--- config.mk ---
export PLATFORM = sky130hd
export DESIGN_NAME = ctrl_seq_flat
export DESIGN_NICKNAME = d
export VERILOG_FILES = /design/src/rtl/ctrl_seq_pkg.sv /design/src/rtl/ctrl_seq_if.sv /design/src/rtl/ctrl_seq_ack_timer.sv /design/src/rtl/ctrl_seq.sv /design/src/flat_wrapper.sv
export SDC_FILE = /design/constraint.sdc
export NUM_CORES = 1
export LEC_CHECK = 0
export BUFFER_PORTS_ARGS = -buffer_cell sky130_fd_sc_hd__buf_2
export CAP_MARGIN = 20
export CORE_ASPECT_RATIO = 1.5
export CORE_MARGIN = 1.5
export CORE_UTILIZATION = 51
export DETAILED_ROUTE_END_ITERATION = 6
export GPL_ROUTABILITY_DRIVEN = 0
export PLACE_DENSITY_LB_ADDON = 0.2
export SETUP_SLACK_MARGIN = 0.05
export SLEW_MARGIN = 20
export SYNTH_ARGS = -nofsm -noshare
export SYNTH_HDL_FRONTEND = slang
export SYNTH_HIERARCHICAL = 1
export SYNTH_SLANG_ARGS = --single-unit
--- constraint.sdc ---
create_clock -name clk -period 2.95 [get_ports clk]
set_clock_uncertainty 0.1 [all_clocks]
set_input_delay 0.1475 -clock clk [delete_from_list [all_inputs] [get_ports clk]]
set_output_delay 0.1475 -clock clk [all_outputs]
set_load 0.05 [all_outputs]
--- src/rtl/ctrl_seq_pkg.sv ---
// Shared encodings for the accumulator CPU sequencer:
// opcodes, FSM states, ALU op codes and halt error codes.
package ctrl_pkg;

  typedef enum logic [2:0] {
    S_IDLE,
    S_FETCH,
    S_DECODE,
    S_OPND,
    S_EXEC,
    S_MEM,
    S_WB,
    S_HALT
  } state_e;

  localparam logic [3:0] OP_NOP = 4'h0;
  localparam logic [3:0] OP_LDA = 4'h1;
  localparam logic [3:0] OP_ADD = 4'h2;
  localparam logic [3:0] OP_SUB = 4'h3;
  localparam logic [3:0] OP_STA = 4'h4;
  localparam logic [3:0] OP_LDI = 4'h5;
  localparam logic [3:0] OP_JMP = 4'h6;
  localparam logic [3:0] OP_JZ  = 4'h7;
  localparam logic [3:0] OP_HLT = 4'hF;

  localparam logic [1:0] ALU_PASS = 2'b00;
  localparam logic [1:0] ALU_ADD  = 2'b01;
  localparam logic [1:0] ALU_SUB  = 2'b10;

  localparam logic [1:0] ERR_NONE = 2'b00;
  localparam logic [1:0] ERR_ILL  = 2'b01;
  localparam logic [1:0] ERR_TMO  = 2'b10;

  function automatic logic op_legal(input logic [3:0] op);
    return (op <= OP_JZ) || (op == OP_HLT);
  endfunction

endpackage

--- src/rtl/ctrl_seq_if.sv ---
// Memory bus between sequencer (master) and memory (slave).
// req/we/addr held by master until ack; rdata valid with ack.
interface ctrl_seq_if #(
  parameter int DW = 8,
  parameter int AW = 8
) ();
  logic          mem_req;
  logic          mem_we;
  logic [AW-1:0] mem_addr;
  logic          mem_ack;
  logic [DW-1:0] mem_rdata;

  modport master (
    output mem_req, mem_we, mem_addr,
    input  mem_ack, mem_rdata
  );

  modport slave (
    input  mem_req, mem_we, mem_addr,
    output mem_ack, mem_rdata
  );
endinterface

--- src/rtl/ctrl_seq_ack_timer.sv ---
// Counts request cycles without ack; expired when LIMIT reached.
// Ports: clk, reset (async low), clr, en, expired.
module ack_timer #(
  parameter int LIMIT = 15
) (
  input  logic clk,
  input  logic reset,
  input  logic clr,
  input  logic en,
  output logic expired
);
  localparam int W = $clog2(LIMIT + 1);

  logic [W-1:0] cnt_q, cnt_d;

  assign expired = (cnt_q == W'(LIMIT));

  // saturates at LIMIT so expired stays up until cleared
  always_comb begin
    cnt_d = cnt_q;
    if (clr)
      cnt_d = '0;
    else if (en && !expired)
      cnt_d = cnt_q + 1'b1;
  end

  always_ff @(posedge clk or negedge reset) begin
    if (!reset) cnt_q <= '0;
    else        cnt_q <= cnt_d;
  end
endmodule

--- src/rtl/ctrl_seq.sv ---
// Fetch/decode/execute sequencer: drives pc, memory bus, acc/alu.
// Ports: clk, reset, mem (bus master), pc_*, acc_*, alu_*, halted, err.
module ctrl_seq
  import ctrl_pkg::*;
#(
  parameter int DW          = 8,
  parameter int AW          = 8,
  parameter int ACK_TIMEOUT = 15
) (
  input  logic          clk,
  input  logic          reset,
  ctrl_seq_if.master    mem,
  input  logic [AW-1:0] pc_q,
  output logic          pc_load,
  output logic          pc_inc,
  output logic [AW-1:0] pc_din,
  input  logic          acc_zero,
  output logic          acc_load,
  output logic [1:0]    alu_op,
  output logic [DW-1:0] alu_b,
  output logic          halted,
  output logic [1:0]    err
);
  state_e        state_q, state_d;
  logic [DW-1:0] ir_q, ir_d;
  logic [DW-1:0] opnd_q, opnd_d;
  logic [DW-1:0] mdr_q, mdr_d;
  logic          halted_q, halted_d;
  logic [1:0]    err_q, err_d;

  logic          req, we, ack, tmo;
  logic [AW-1:0] addr;
  logic [3:0]    op;

  assign ack          = mem.mem_ack;
  assign op           = ir_q[DW-1 -: 4];
  assign mem.mem_req  = req;
  assign mem.mem_we   = we;
  assign mem.mem_addr = addr;
  assign halted       = halted_q;
  assign err          = err_q;

  // every req state is entered from a non-req cycle or an ack cycle,
  // so clearing on those points restarts the count per access
  ack_timer #(.LIMIT(ACK_TIMEOUT)) u_timer (
    .clk     (clk),
    .reset   (reset),
    .clr     (!req || ack),
    .en      (req && !ack),
    .expired (tmo)
  );

  always_comb begin
    state_d  = state_q;
    ir_d     = ir_q;
    opnd_d   = opnd_q;
    mdr_d    = mdr_q;
    halted_d = halted_q;
    err_d    = err_q;
    req      = 1'b0;
    we       = 1'b0;
    addr     = '0;
    pc_load  = 1'b0;
    pc_inc   = 1'b0;
    pc_din   = '0;
    acc_load = 1'b0;
    alu_op   = ALU_PASS;
    alu_b    = '0;
    unique case (state_q)
      S_IDLE: state_d = S_FETCH;
      S_FETCH: begin
        req  = 1'b1;
        addr = pc_q;
        if (ack) begin
          ir_d    = mem.mem_rdata;
          pc_inc  = 1'b1;
          state_d = S_DECODE;
        end
      end
      S_DECODE: begin
        unique case (1'b1)
          op == OP_NOP: state_d = S_FETCH;
          op == OP_HLT: begin
            state_d  = S_HALT;
            halted_d = 1'b1;
          end
          !op_legal(op): begin
            state_d  = S_HALT;
            halted_d = 1'b1;
            err_d    = ERR_ILL;
          end
          default: state_d = S_OPND;
        endcase
      end
      S_OPND: begin
        req  = 1'b1;
        addr = pc_q;
        if (ack) begin
          opnd_d  = mem.mem_rdata;
          pc_inc  = 1'b1;
          state_d = S_EXEC;
        end
      end
      S_EXEC: begin
        state_d = S_FETCH;
        pc_din  = AW'(opnd_q);
        unique case (1'b1)
          op == OP_LDI: begin
            acc_load = 1'b1;
            alu_b    = opnd_q;
          end
          op == OP_JMP: pc_load = 1'b1;
          op == OP_JZ:  pc_load = acc_zero;
          default:      state_d = S_MEM;
        endcase
      end
      S_MEM: begin
        req  = 1'b1;
        we   = (op == OP_STA);
        addr = AW'(opnd_q);
        if (ack) begin
          if (op == OP_STA) begin
            state_d = S_FETCH;
          end else begin
            mdr_d   = mem.mem_rdata;
            state_d = S_WB;
          end
        end
      end
      S_WB: begin
        acc_load = 1'b1;
        alu_b    = mdr_q;
        state_d  = S_FETCH;
        unique case (1'b1)
          op == OP_ADD: alu_op = ALU_ADD;
          op == OP_SUB: alu_op = ALU_SUB;
          default:      alu_op = ALU_PASS;
        endcase
      end
      S_HALT: state_d = S_HALT;
      default: state_d = S_HALT;
    endcase
    // bus error wins over a late ack in the same cycle
    if (req && tmo) begin
      state_d  = S_HALT;
      halted_d = 1'b1;
      err_d    = ERR_TMO;
      pc_inc   = 1'b0;
      ir_d     = ir_q;
      opnd_d   = opnd_q;
      mdr_d    = mdr_q;
    end
  end

  always_ff @(posedge clk or negedge reset) begin
    if (!reset) begin
      state_q  <= S_IDLE;
      ir_q     <= '0;
      opnd_q   <= '0;
      mdr_q    <= '0;
      halted_q <= 1'b0;
      err_q    <= ERR_NONE;
    end else begin
      state_q  <= state_d;
      ir_q     <= ir_d;
      opnd_q   <= opnd_d;
      mdr_q    <= mdr_d;
      halted_q <= halted_d;
      err_q    <= err_d;
    end
  end
endmodule
--- src/flat_wrapper.sv ---
// flat-port wrapper written by rule: the top's interface ports become plain ports
module ctrl_seq_flat import ctrl_pkg::*;
#(
  parameter int DW          = 8,
  parameter int AW          = 8,
  parameter int ACK_TIMEOUT = 15
)
  (clk, reset, pc_q, pc_load, pc_inc, pc_din, acc_zero, acc_load, alu_op, alu_b, halted, err, mem_mem_req, mem_mem_we, mem_mem_addr, mem_mem_ack, mem_mem_rdata);
  ctrl_seq_if #(.DW(DW), .AW(AW)) mem_i ();
  input  logic clk;
  input  logic reset;
  input  logic [AW-1:0] pc_q;
  output logic pc_load;
  output logic pc_inc;
  output logic [AW-1:0] pc_din;
  input  logic acc_zero;
  output logic acc_load;
  output logic [1:0] alu_op;
  output logic [DW-1:0] alu_b;
  output logic halted;
  output logic [1:0] err;
  output wire logic [$bits(mem_i.mem_req)-1:0] mem_mem_req;
  output wire logic [$bits(mem_i.mem_we)-1:0] mem_mem_we;
  output wire logic [$bits(mem_i.mem_addr)-1:0] mem_mem_addr;
  input wire logic [$bits(mem_i.mem_ack)-1:0] mem_mem_ack;
  input wire logic [$bits(mem_i.mem_rdata)-1:0] mem_mem_rdata;
  assign mem_mem_req = mem_i.mem_req;
  assign mem_mem_we = mem_i.mem_we;
  assign mem_mem_addr = mem_i.mem_addr;
  assign mem_i.mem_ack = mem_mem_ack;
  assign mem_i.mem_rdata = mem_mem_rdata;
  ctrl_seq #(.DW(DW), .AW(AW), .ACK_TIMEOUT(ACK_TIMEOUT)) u_core (.clk(clk), .reset(reset), .mem(mem_i), .pc_q(pc_q), .pc_load(pc_load), .pc_inc(pc_inc), .pc_din(pc_din), .acc_zero(acc_zero), .acc_load(acc_load), .alu_op(alu_op), .alu_b(alu_b), .halted(halted), .err(err));
endmodule
After elaboration in Yosys (flattened, before gate mapping)
Index checks and enable logic that the tools add are counted.
- bitwise logic cells: 2
- order comparisons: 1
- eq/ne operators: 19
- reduce and logical (&&, ||, !) cells: 25
- muxes and demuxes: 31
- $add $sub $neg: 1
- operators by type and width (operator ; count):
    $pmux W8 S2 ; 2
    $pmux W3 S7 ; 1
    $mux W3 ; 6
    $eq A4 B3 Y1 const B ; 4
    $mux W8 ; 2
    $eq A3 B3 Y1 const B ; 4
    $mux W1 ; 10
    $ne A3 B2 Y1 const B ; 3
    $reduce_and A3 Y1 ; 3
    $eq A4 B2 Y1 const B ; 2
    $eq A4 B4 Y1 const B ; 2
    $mux W2 ; 4
    $mux W4 ; 2
    $eq A3 B2 Y1 const B ; 2
    $pmux W3 S2 ; 1
    $reduce_bool A2 Y1 ; 3
    $reduce_or A2 Y1 ; 3
    $reduce_or A3 Y1 ; 2
    $add A4 B1 Y4 const B ; 1
    $le A4 B3 Y1 const B ; 1
    $logic_not A1 Y1 ; 4
    $logic_not A4 Y1 ; 1
    $pmux W1 S2 ; 2
    $pmux W2 S2 ; 1
    8 further kinds ; 13
- logic and storage cells: 86
- bits of input ports: 20
- flip-flop bits (word level): 34
- output and inout bits: 34

Logic depth before layout (Yosys ltp)
- depth after elaboration: 7
- gate-level depth with buffers: 8
- depth with buffers taken out: 7

Modules after synthesis
Netlist, hierarchy kept.
- by module, submodules not included (module ; area each (um^2) ; times used ; cells an instance ; seq. area each (um^2)):
    ctrl_seq ; 1544.0 ; 1 ; 150 ; 650.6
    ack_timer ; 229.0 ; 1 ; 20 ; 100.1

Worst setup path before layout
Ideal clock, no wire load.
- path kind: flip-flop to output port
- start: register u_core.state_q[0]
- end: output port alu_op[1]
- stages on the path, launching flop included: 5
- arrival: 2.437 ns
- setup slack: 0.265 ns
- buffers on the path: 1
- data required time: 2.703 ns
- cells stage by stage: dfrtp_1 > buf_6 > and2b_1 > nand2_1 > nor4b_1
- word-level cells in the longest chain between the ends: 2
- RTL lines (item ; line ; text):
    start, declared ; ctrl_seq.sv:24 ; state_e state_q, state_d;
    start signal, assigned ; ctrl_seq.sv:164 ; state_q <= state_d;
    $eq A3 B3 Y1 ; ctrl_seq.sv:69 ; unique case (state_q)
    $mux W2 ; ctrl_seq.sv:69 ;
    end, declared ; flat_wrapper.sv:18 ; output logic [1:0] alu_op;
Every way passes these cells.

Worst setup path in the final report
- start: register u_core.state_q[2]
- end: output port alu_b[4]
- word-level cells in the longest chain between the ends: 2
- elaborated cells on any way between the ends: 3
- those cells by class: eq/ne: 2; mux: 1
- RTL lines (item ; line ; text):
    $eq A3 B3 Y1 ; ctrl_seq.sv:69 ;
    $pmux W8 S2 (*) ; ctrl_seq.sv:69 ;
    end, declared ; flat_wrapper.sv:19 ; output logic [DW-1:0] alu_b;
Every way passes the cells marked *; elsewhere a longest branch is shown, timed or not.

==> summary.md <==
| Metric | Value |
|---|---|
| RR Startpoint | u_core/u_timer/cnt_q[0] |
| Clock latency on the worst-skew pair | ~0.28 ns |
| Outcome | finished clean |
| DR vias/cell | roughly 5.6 |
| Cells after Synth | 170 |
| Initial DRT Pass Iterations | 4 |
| All-Layer GR Usage | 0.225 |
| Register bit total from synthesis | 30 |
| Residual DRC | 0 |
| RSZ-0062 raised after global routing | no |
| Fraction of registers with async set/reset | 1.00 |
| Max-cap violations | 0 |
| Worst reg2reg path depth | 5 |
| Post-Syn Area | 1770 sq um |
| Post-Syn Area per Cell | about 10 sq um |
| Min setup slack post-route | ~0.49 ns |
| Rows | 26 |
| Chip Height | roughly 75 um |
| Multi-input logic area | 945 sq um |
| WL/cell | between 15 and 20 um |
| Crit path required time | approximately 2.7 ns |
| Overall power | about 2.4 mW |
| Storage cell area | 751 sq um |
| FF-to-FF setup slack | between 0.8 and 0.9 ns |
| Register area share after synthesis | 0.423 |
| Root Driver | clkbuf_8 |
| Initial antenna violation count | 0 |
| Peak ir drop on the vdd network | 632 uV |
| Clock slew at reported path FFs | about 0.060 ns |
| Die width | approximately 51 um |
| Pin count of the biggest net entering global routing | 31 |
| Measured slew at the worst slew-check pin | 0.672 ns |
| PD cells | about 1100 nW/um^2 |
| Total number of vias | around 1,500 |
| Dpl ws | just over 0.8 ns |
| Layout cells sized above 1 | 0.405 |
| Slew margin rel. | 0.552 |
| Critical Path, Cell by Cell | and2b_1, nor2b_1, and2_1, a22o_1, buf_2 |
| Netlist cell types | 44 |
| Setup crit start kind | flop |
| ANT nets after route | 0 |
| Final setup TNS | 0 ns |
| # H-tree levels | 2 |
| Core Region | about 3400 sq um |
| Gr ovfl total | 0 |
| Hold EP | u_core/opnd_q[1] |
| Synth warnings | 6 |
| Final period util | 0.833 |
| Number of global-route vias before repair | ~1,300 |
| Max stage delay cell, worst path | dfrtp_1 |
| Clock Tree Buf Depth | 2 |
| Setup bufs post-CTS | 0 |
| Slowest stage delay, CP | between 0.6 and 0.7 ns |
| Setup violations, final | 0 |
| Slew Viols, Final | 0 |
| Top_reg_cell synth | dfrtp_1 |
| First-iteration detailed-routing DRC count | 37 |
| Hold depth | 2 |
| Hold_sp | mem_mem_rdata[1] |
| Starting Density | 0.529 |
| Crit Reg-Reg Endpoint | u_core/ir_q[4] |
| EDFF count, synth | 0 |
| Worst-path maximum fanout | 20 |
| First-pass GRT wire length | around 6.2 mm |
| Final hold vios | 0 |
| CTS tree | built |
| LEAKAGE | ~1.0 nW |
| Crit Path Category | flop to primary output |
| Area Growth Syn to Fin | 20.2% |
| Final nets | 242 |
| Die area | between 3000 and 4000 sq um |
| FILL cells | 287 |
| I/O Pins | 54 |
| Clk sinks | 30 |
| Syn Nets | between 150 and 200 |
| IO Port Bufs | 53 |
| # diodes | 0 |
| Hold Path Class | input pin to flop |
| Post-Route WL | approximately 4 mm |
| CP Capture Type | primary output |
| Cts bufs inserted | 5 |
| CP arrival | 2.21 ns |
| Fmax | approximately 410 MHz |
| Min Tclk post-route | 2.46 ns |
| Dpl hpwl | between 2 and 3 mm |
cell usage after synthesis, types with 2 or more instances:
master,number,share of area
dfrtp_1,30,0.42
mux2_2,16,0.10
a21oi_1,14,0.040
nor2b_1,12,0.042
nor2_1,11,0.023
and2_1,10,0.035
a22o_1,8,0.040
nand2b_1,7,0.025
o21ai_0,6,0.017
mux2_4,5,0.042
clkbuf_1,4,0.0085
nand2_1,4,0.0085
buf_2,3,0.0085
inv_1,3,0.0064
buf_1,2,0.0042
buf_6,2,0.013
nand3_1,2,0.0056
nand3b_1,2,0.0085
nor3_1,2,0.0056
nor4_1,2,0.0071
o21a_1,2,0.0085
cell usage in the layout, fill, tap and decap left out, types with 2 or more instances in the layout:
master and n:
mux2_2 16, dfrtp_1 30, o21a_1 2, a21oi_1 14, nand2_1 4, mux2_4 5, nand3b_1 2, nor3_1 2
nand3_1 2, clkbuf_8 6, and2_1 10, o21ai_0 6, a22o_1 8, nor2_1 11, inv_1 3, buf_2 53
nand2b_1 7, nor2b_1 12, nor4_1 2
final cells by class:
type	instances	area share
Sequential cell	30	0.352
Tap cell	42	0.0247
Multi-Input combinational cell	125	0.443
Inverter	4	0.00822
Timing Repair Buffer	55	0.133
Clock buffer	6	0.0388
state kept, by name, indices dropped and copies added, names as in the netlist:
register	flops
u_core/opnd_q	8
u_core/state_q	3
u_core/halted	1
u_core/mdr_q	8
u_core/u_timer/cnt_q	4
u_core/ir_q	4
u_core/err	2
worst max-delay path by stage:
stage,to,from,depth (start not counted),slack (ns)
floorplan,alu_op[1],u_core/state_q[0],4,0.27
global placement,alu_b[6],u_core/state_q[2],5,0.89
detailed placement,alu_b[4],u_core/state_q[2],5,0.81
CTS,alu_b[4],u_core/state_q[2],5,0.50
global route,alu_b[4],u_core/state_q[2],5,0.29
finish,alu_b[4],u_core/state_q[2],5,0.49
where the power goes:
group	total (mW)	switching (mW)	internal, mW
logic	1.21	0.774	0.437
clock network	0.318	0.138	0.179
registers	0.833	0.243	0.590
logic make-up (layout without fill, tap and decap cells):
family          after synthesis  in the layout  share of synthesized area
simple gates                 66             66                      0.245
compound gates               36             36                      0.131
buf+inv                      15             65                     0.0438
mux                          22             22                      0.150
flops                        30             30                      0.423
fa+ha+maj                     1              1                    0.00706
stage by stage:
step | hold slack, ns | utilization | cells | cell area, sq um
finish | 0.0151 | 0.636 | 262 | 2130
global route | 0.00415 | 0.636 | 262 | 2130
detailed placement | 0.123 | 0.608 | 255 | 2040
global placement | 0.111 | 0.608 | 255 | 2040
floorplan | -0.248 | - | 170 | 1770
CTS | 0.00758 | 0.636 | 262 | 2130
metal layers:
layer	global-route usage	share of wire	up-vias	wire length, um
met5	0	0	-	0
met4	0.108	0.0098	0	40
met3	0.0655	0.057	5	233
met2	0.371	0.51	57	2090
met1	0.270	0.42	700	1710
li1	-	-	700	-
worst max-delay path, delay by kind of cell (launching register included):
kind | cells | cell delay (ns)
DFF | 1 | 0.68
buffers and inverters | 1 | 0.26
and+or+nand+nor | 3 | 0.79
AOI/OAI and AO/OA | 1 | 0.20
timing repair:
item	4_1_cts	5_1_grt
hold buffers	1	0
gates resized for setup	0	0
endpoints found under the hold margin	30	0
Note: power is estimated with default switching activity, not from simulation.
